<file path="src/rtl/dct_sched_pkg.sv">
// Shared definitions for the 2-D DCT pass scheduler: block edge, counter
// width and the scheduler state encoding.
package dct_sched_pkg;

  localparam int DCT_N = 8;
  localparam int CNT_W = 4;
  localparam int IDX_W = 3;
  localparam logic [CNT_W-1:0] CNT_FULL = 4'd8;

  typedef enum logic [1:0] {
    S_ROW      = 2'd0,
    S_ROW_WAIT = 2'd1,
    S_COL      = 2'd2,
    S_COL_WAIT = 2'd3
  } state_t;

  function automatic logic [CNT_W-1:0] cnt_step(input logic [CNT_W-1:0] c, input logic en);
    return c + {{(CNT_W-1){1'b0}}, en};
  endfunction

endpackage

</file>
<file path="src/rtl/dct_tpose_buf.sv">
// 8x8 transpose buffer: whole-row writes, combinational whole-column reads.
// Contents are deliberately not reset.
module dct_tpose_buf
  import dct_sched_pkg::*;
#(
  parameter int DATA_W = 32,
  parameter int N      = DCT_N
) (
  input  logic              clk,
  input  logic              i_wr_en,
  input  logic [IDX_W-1:0]  i_wr_row,
  input  logic [DATA_W-1:0] i_wr_data [N],
  input  logic [IDX_W-1:0]  i_rd_col,
  output logic [DATA_W-1:0] o_rd_data [N]
);

  logic [DATA_W-1:0] r_mem [N][N];

  // Row write port
  always_ff @(posedge clk) begin
    if (i_wr_en) begin
      for (int k = 0; k < N; k++) begin
        r_mem[i_wr_row][k] <= i_wr_data[k];
      end
    end
  end

  // Column read port
  always_comb begin
    for (int k = 0; k < N; k++) begin
      o_rd_data[k] = r_mem[k][i_rd_col];
    end
  end

endmodule

</file>
<file path="src/rtl/dct2d_pass_sched.sv">
// Schedules the row pass and column pass of an 8x8 2-D DCT through one shared,
// in-order 1-D core; ordering is tracked purely by issue/return counters.
module dct2d_pass_sched
  import dct_sched_pkg::*;
#(
  parameter int DATA_W = 32,
  parameter int N      = DCT_N
) (
  input  logic              clk,
  input  logic              rst,
  input  logic              in_valid,
  output logic              in_ready,
  input  logic [DATA_W-1:0] in_data [N],
  output logic              core_in_valid,
  input  logic              core_in_ready,
  output logic [DATA_W-1:0] core_in [N],
  input  logic              core_out_valid,
  output logic              core_out_ready,
  input  logic [DATA_W-1:0] core_out [N],
  output logic              out_valid,
  input  logic              out_ready,
  output logic [DATA_W-1:0] out_data [N],
  output logic [2:0]        out_col,
  output logic              done,
  output logic              busy
);

  state_t           r_state;
  logic [CNT_W-1:0] r_row_iss;
  logic [CNT_W-1:0] r_row_ret;
  logic [CNT_W-1:0] r_col_iss;
  logic [CNT_W-1:0] r_col_ret;
  logic             r_done;

  logic             w_row_phase;
  logic             w_col_phase;
  logic             w_iss_row;
  logic             w_ret_row;
  logic             w_iss_col;
  logic             w_ret_col;
  logic [CNT_W-1:0] w_row_iss_nxt;
  logic [CNT_W-1:0] w_row_ret_nxt;
  logic [CNT_W-1:0] w_col_iss_nxt;
  logic [CNT_W-1:0] w_col_ret_nxt;
  logic [DATA_W-1:0] w_col_data [N];

  assign w_row_phase = (r_state == S_ROW) || (r_state == S_ROW_WAIT);
  assign w_col_phase = (r_state == S_COL) || (r_state == S_COL_WAIT);

  assign w_iss_row = (r_state == S_ROW) && in_valid && core_in_ready;
  assign w_ret_row = w_row_phase && core_out_valid;
  assign w_iss_col = (r_state == S_COL) && core_in_ready;
  assign w_ret_col = w_col_phase && core_out_valid && out_ready;

  assign w_row_iss_nxt = cnt_step(r_row_iss, w_iss_row);
  assign w_row_ret_nxt = cnt_step(r_row_ret, w_ret_row);
  assign w_col_iss_nxt = cnt_step(r_col_iss, w_iss_col);
  assign w_col_ret_nxt = cnt_step(r_col_ret, w_ret_col);

  dct_tpose_buf #(
    .DATA_W (DATA_W),
    .N      (N)
  ) u_buf (
    .clk       (clk),
    .i_wr_en   (w_ret_row),
    .i_wr_row  (r_row_ret[IDX_W-1:0]),
    .i_wr_data (core_out),
    .i_rd_col  (r_col_iss[IDX_W-1:0]),
    .o_rd_data (w_col_data)
  );

  // Handshake steering per phase; reset masks the row-phase issue path
  always_comb begin
    in_ready       = 1'b0;
    core_in_valid  = 1'b0;
    core_out_ready = 1'b0;
    out_valid      = 1'b0;
    case (r_state)
      S_ROW: begin
        in_ready       = core_in_ready;
        core_in_valid  = in_valid && !rst;
        core_out_ready = 1'b1;
      end
      S_ROW_WAIT: begin
        core_out_ready = 1'b1;
      end
      S_COL: begin
        core_in_valid  = 1'b1;
        core_out_ready = out_ready;
        out_valid      = core_out_valid;
      end
      S_COL_WAIT: begin
        core_out_ready = out_ready;
        out_valid      = core_out_valid;
      end
      default: begin
        in_ready = 1'b0;
      end
    endcase
  end

  // Data path: pure muxing, no registers
  always_comb begin
    for (int k = 0; k < N; k++) begin
      core_in[k]  = (r_state == S_COL) ? w_col_data[k] : in_data[k];
      out_data[k] = core_out[k];
    end
  end

  // Scheduler FSM and counters
  always_ff @(posedge clk or posedge rst) begin
    if (rst) begin
      r_state   <= S_ROW;
      r_row_iss <= 4'd0;
      r_row_ret <= 4'd0;
      r_col_iss <= 4'd0;
      r_col_ret <= 4'd0;
      r_done    <= 1'b0;
    end else begin
      r_done <= 1'b0;
      case (r_state)
        S_ROW, S_ROW_WAIT: begin
          r_row_iss <= w_row_iss_nxt;
          r_row_ret <= w_row_ret_nxt;
          // Last return can only close the row pass once all 8 rows are out
          if (w_ret_row && (w_row_ret_nxt == CNT_FULL) && (w_row_iss_nxt == CNT_FULL)) begin
            r_state <= S_COL;
          end else if (w_iss_row && (w_row_iss_nxt == CNT_FULL)) begin
            r_state <= S_ROW_WAIT;
          end else begin
            r_state <= r_state;
          end
        end
        S_COL, S_COL_WAIT: begin
          if (w_ret_col && (w_col_ret_nxt == CNT_FULL)) begin
            r_state   <= S_ROW;
            r_row_iss <= 4'd0;
            r_row_ret <= 4'd0;
            r_col_iss <= 4'd0;
            r_col_ret <= 4'd0;
            r_done    <= 1'b1;
          end else begin
            r_col_iss <= w_col_iss_nxt;
            r_col_ret <= w_col_ret_nxt;
            if (w_iss_col && (w_col_iss_nxt == CNT_FULL)) begin
              r_state <= S_COL_WAIT;
            end else begin
              r_state <= r_state;
            end
          end
        end
        default: begin
          r_state <= S_ROW;
        end
      endcase
    end
  end

  assign out_col = r_col_ret[2:0];
  assign done    = r_done;
  assign busy    = (r_state != S_ROW) || (r_row_iss != 4'd0);

endmodule

</file>
<file path="config.mk">
export PLATFORM = sky130hd
export DESIGN_NAME = dct2d_pass_sched
export DESIGN_NICKNAME = d
export VERILOG_FILES = /design/src/rtl/dct_sched_pkg.sv /design/src/rtl/dct_tpose_buf.sv /design/src/rtl/dct2d_pass_sched.sv
export SDC_FILE = /design/constraint.sdc
export NUM_CORES = 2
export LEC_CHECK = 0
export ABC_AREA = 0
export CORE_ASPECT_RATIO = 0.7
export CORE_MARGIN = 2
export CORE_UTILIZATION = 40
export CTS_CLUSTER_SIZE = 14
export DETAILED_ROUTE_END_ITERATION = 6
export PLACE_DENSITY_LB_ADDON = 0.05
export SYNTH_ARGS = -nofsm -noshare
export SYNTH_HDL_FRONTEND = slang
export SYNTH_SLANG_ARGS = --single-unit
export TNS_END_PERCENT = 5
</file>
<file path="constraint.sdc">
create_clock -name clk -period 41 [get_ports clk]
set_input_delay 8.2 -clock clk [delete_from_list [all_inputs] [get_ports clk]]
set_output_delay 8.2 -clock clk [all_outputs]
set_load 0.01 [all_outputs]
</file>
Word-level counts from Yosys, hierarchy flattened. Memories as Yosys holds them, arrays and structs flattened. Index checks and enable logic that the tools add are counted.

Reduce and logical (&&, ||, !) cells: 22. Muxes and demuxes: 50. $mul: 0. Shift operators: 0. Bitwise gates (word level): 1. Add/subtract/negate cells: 4. Eq/ne operators: 10. $lt $le $gt $ge: 1. Divide/modulo/power cells: 0.

Operators by type and width (count): 32-bit binary-select mux with 3-bit select (8); 32-bit two-way mux (24); 4-bit by 1-bit adder with 4-bit output (4); 4-bit == test (second input constant) (4); 4-bit case mux with 2 select lines (2); 1-bit logical AND (12); 4-bit two-way mux (3); 2-bit two-way mux (4); 1-bit two-way mux (6); 3-bit by 1-bit inequality test with 1-bit output (second input constant) (2); 2-bit == test (second input constant) (2); 4-bit greater-or-equal comparator (second input constant) (1); 3-bit NOT with 4-bit output (1); 1-bit case mux with 2 select lines (2); 2-bit case mux with 2 select lines (1); 4-bit nonzero test (1); 2-bit OR reduction (2); 1-bit logical OR (3); 2-bit by 1-bit == test with 1-bit output (second input constant) (1); 2-bit zero test (1); 2-bit by 1-bit inequality test with 1-bit output (second input constant) (1); 2-bit AND reduction (1); 2-bit nonzero test (1); 1-bit zero test (1).

Bits in read-only memories: 0. Memory bits (writable): 2048. Register bits after elaboration: 19. Memories kept: 1. Output and inout port bits: 521. Latch bits: 0. Logic and storage cells: 95. Input port bits: 518.

Memory list: u_buf.r_mem (depth 8, width 256, rd ports 8, clocked after memory_dff 0, write ports 1, line dct_tpose_buf.sv:17) `logic [DATA_W-1:0] r_mem [N][N];`.

Logic depth before layout (Yosys ltp).
Depth after elaboration: 9. Depth in mapped cells: 9. Mapped depth without buffers: 8.

Modules after synthesis. From an unflattened synthesis, not the netlist that was laid out.

Cell total of the unflattened synthesis: 4170. Area, all modules: 83193.5 um2.

Modules (own cells, without submodules): dct_tpose_buf (area each 76923.8 um2, cells an instance 2971, times used 1, sequential area each 61499.0 um2); dct2d_pass_sched (area each 6269.8 um2, cells an instance 1199, times used 1, sequential area each 475.5 um2).

Worst setup path after synthesis. No wires, ideal clock.

Path type: input-to-reg. Start: input core_out_valid. End: memory u_buf.r_mem[0][0] in the netlist's numbering (enable). Slack: 14.039 ns. Stages on the path: 3. Arrival time: 25.774 ns. Cells stage by stage: nor2b_1 nand2b_1 nor3_1.

Cells in the longest elaborated chain, start to end: 3.

Ends and longest elaborated chain: start: declaration (line dct2d_pass_sched.sv:17) `input logic core_out_valid,`; 1-bit logical AND (line dct2d_pass_sched.sv:51) `assign w_ret_row = w_row_phase && core_out_valid;`; 1-bit two-way mux (line dct_tpose_buf.sv:21) `if (i_wr_en) begin`; 1-bit two-way mux (not written as such) (line dct_tpose_buf.sv:23) `r_mem[i_wr_row][k] <= i_wr_data[k];`; end: declaration (line dct_tpose_buf.sv:17).

No other way between the ends.

Final worst setup path.
Start: input rst. End: output core_in_valid.

Cells in the longest elaborated chain, start to end: 3.

Ends and longest elaborated chain: start: declaration (line dct2d_pass_sched.sv:10) `input logic rst,`; 1-bit zero test (no source line); 1-bit logical AND (line dct2d_pass_sched.sv:81) `core_in_valid = in_valid && !rst;`; 1-bit case mux with 2 select lines (line dct2d_pass_sched.sv:78) `case (r_state)`; end: declaration (line dct2d_pass_sched.sv:14) `output logic core_in_valid,`.

No other way between the ends.

==> metrics.md <==
| Metric | Value |
|---|---|
| Status | `complete, no violations` |
| VDD IR-drop max | `53.17 uV` |
| Final Core Density | `0.4925` |
| Post-Route WL | `around 200000 um` |
| Starting Density | `0.4039` |
| RePlAce Congestion | `around 0.73` |
| Hold path depth | `1` |
| WL/cell | `approximately 27 um` |
| Share of layout cells above drive strength 1 | `0.1788` |
| Via Count | `39.31k` |
| R2r endpoint | `u_buf.r_mem[1][83]` |
| Post-Syn Area | `between 80000 and 90000 um^2` |
| GRT Residual Overflow | `0` |
| Worst EP arrival | `10.09 ns` |
| Endpoint class of the critical path | `output pin` |
| Setup Buffers After CTS | `0` |
| F_max | `between 0.05 and 0.06 GHz` |
| Slew HR | `0.2040` |
| Worst slew pin tran | `between 1 and 1.5 ns` |
| Setup CP Type | `primary input to output pin` |
| Reg2Reg Setup Slack | `approximately 37 ns` |
| Critical Path RT | `about 33 ns` |
| #FFs+latches synth | `just over 2k` |
| Critical path fanouts, max | `20` |
| First-pass GRT wire length | `between 200000 and 300000 um` |
| Setup TNS | `0 ns` |
| Post-layout min period | `approximately 18 ns` |
| Clock tree from TritonCTS | `built` |
| Total power | `between 5 and 6 mW` |
| Top-count cell post-synth | `edfxtp_1` |
| CTS Root Buffer Type | `clkbuf_16` |
| Storage element area | `between 60000 and 70000 um^2` |
| Die H | `roughly 380 um` |
| Vias per cell | `5.131` |
| Final Slew Violations | `0` |
| Part of the cycle the worst path needs | `0.4461` |
| Buffers on Ports | `around 1.0k` |
| Area of the die | `roughly 210000 um^2` |
| Setup violations, final | `0` |
| Die X | `~540 um` |
| ANT nets after route | `0` |
| Reg2reg start | `r_state[1]` |
| Core Box Area | `about 200000 um^2` |
| Number of nets in the layout | `~5.3k` |
| CTS clock-pin slew for the worst setup and hold paths | `~0.06 ns` |
| Multi-input logic area | `17030 um^2` |
| Ys async rst share | `0.009192` |
| Clock Sinks | `a little over 2k` |
| Cts repair resizes | `0` |
| Clk Latency, worst-skew pair | `~0.84 ns` |
| Initial antenna violation count | `15` |
| Reg2Reg Depth | `7` |
| Filler Cell Count | `16.68k` |
| Vias in the first global route | `about 40k` |
| Final hold viol count | `0` |
| Dominant cells by area after synthesis | `edfxtp_1, mux4_2, mux2i_1` |
| Clock Tree Buf Depth | `4` |
| Yosys top cell area share | `0.7512` |
| Sequential fraction of the synthesis area | `0.7570` |
| Syn nets | `4437` |
| Rows | `about 140` |
| Post-synth cell types | `35` |
| CTS Buf Count | `~210` |
| Post-synth EDFFs | `2048` |
| Worst hold start | `r_col_ret[3]` |
| WHS Endpoint | `r_col_ret[3]` |
| DRC Markers | `0` |
| Cells after synthesis | `3911` |
| Fin Clk Skew | `approximately 0.034 ns` |
| Pleak | `about 31 nW` |
| Startpoint types | `primary input` |
| DP Wirelength | `between 100000 and 150000 um` |
| Mean area per synthesized cell | `~21 um^2` |
| Hold crit path type | `flop to flop` |
| 1st-pass router iterations | `5` |
| Main flop type after synthesis | `edfxtp_1` |
| Largest net degree at the start of global routing | `153` |
| Io pins | `1039` |
| YS warnings | `0` |
| RSZ-0062 raised after global routing | `false` |
| Area leader, netlist | `edfxtp_1` |
| Top cells by count, synth | `edfxtp_1, mux4_2, buf_4` |
| Area grow syn2layout | `21.95%` |
| H-tree Lvls | `4` |
| Max-cap violations | `0` |
| GRT Overall Usage | `0.1931` |
| CTS Hold Bufs | `0` |
| Initial DRC count | `3363` |
| Power Dens Cells | `approximately 60 nW/um^2` |
[cell families after synthesis]
kind of cell    count (synthesis)  share of synthesized area
flops                        2067                     0.7570
mux                           770                     0.1724
buf+inv                       466                    0.03575
simple gates                  316                    0.01536
compound gates                276                    0.01739
xor+xnor                        8                  0.0008558
fa+ha+maj                       8                   0.001223
[metal layers]
metal / GRT usage / share of wire / wire length [um] / up-vias
li1: - / - / - / 17440
met1: 0.2758 / 0.44 / 90690 / 20547
met2: 0.3116 / 0.49 / 99400 / 1063
met3: 0.03045 / 0.048 / 9812 / 252
met4: 0.04658 / 0.022 / 4553 / 10
met5: 0 / 0.00030 / 62 / -
[sequential cells by signal, summed over array words and instances (netlist names)]
signal and flops:
r_row_ret 4, done 1, r_state 2, r_col_iss 4, r_col_ret 4, r_row_iss 4
u_buf.r_mem 2048
[critical path, cell delays in order]
cell and delay (ns):
clkdlybuf4s50_1 0.40, inv_1 0.59, a21oi_1 0.20, nor2_1 0.14
clkdlybuf4s50_1 0.55
[worst max path at each step]
stage	start	endpoint	slack, ns	cells past startpoint
2_1_floorplan	core_out_valid	u_buf.r_mem[0][0]	14.04	3
3_3_place_gp	rst	core_in_valid	22.64	5
3_5_place_dp	rst	core_in_valid	22.64	5
4_1_cts	rst	core_in_valid	22.63	5
5_1_grt	rst	core_in_valid	22.51	5
6_report	rst	core_in_valid	22.71	5
[per-stage QoR]
stage	setup slack, ns	instance area, um^2	cells	hold WS (ns)
after floorplan	14.04	81870	3911	0.4692
after global placement	22.64	93390	7279	0.4864
after detailed placement	22.64	93390	7279	0.4986
after CTS	22.63	99830	7658	0.5170
after global routing	22.51	99830	7659	0.5517
final	22.71	99840	7661	0.5137
[cell type report]
| class | count | share of cell area |
|---|---|---|
| clock buffer | 263 | 0.05536 |
| timing repair buffer | 1101 | 0.1097 |
| sequential | 2067 | 0.6209 |
| tap | 2730 | 0.03421 |
| clock inverter | 116 | 0.009123 |
| antenna | 3 | 0.00007519 |
| inverter | 3 | 0.0001128 |
| multi-input combinational | 1378 | 0.1706 |
[power breakdown]
part	switching, mW	internal, mW
clock network	0.790	1.03
logic	0.879	0.793
registers	0.0388	2.41
total	1.71	4.24
[cell usage in the layout (no fill, tap or decap), types with 2 or more instances in the layout]
cell             instances
ha_1                     8
clkinv_1                43
dfrtp_1                 16
edfxtp_1              2048
and2_1                   2
a21oi_1                  2
o21ai_0                261
nand3_1                  5
nand2b_1                 4
nand2_1                274
buf_4                   56
mux2_2                   2
nor2_1                   7
nor3_2                   2
bufinv_16               13
xnor2_1                  4
nor2_4                   6
clkdlybuf4s50_1       1038
mux4_2                 512
clkbuf_16              212
buf_12                   7
mux2i_1                256
o2bb2ai_1                7
a22o_1                   2
inv_6                    5
dfrtp_4                  3
and3_1                   4
clkbuf_8                 3
diode_2                  3
xor2_1                   4
inv_1                    2
clkbuf_1                48
nor2b_1                  3
clkinvlp_4              11
o22ai_1                  2
nor3_1                   2
clkinv_2                44
Power figures use the tool's default switching activity.
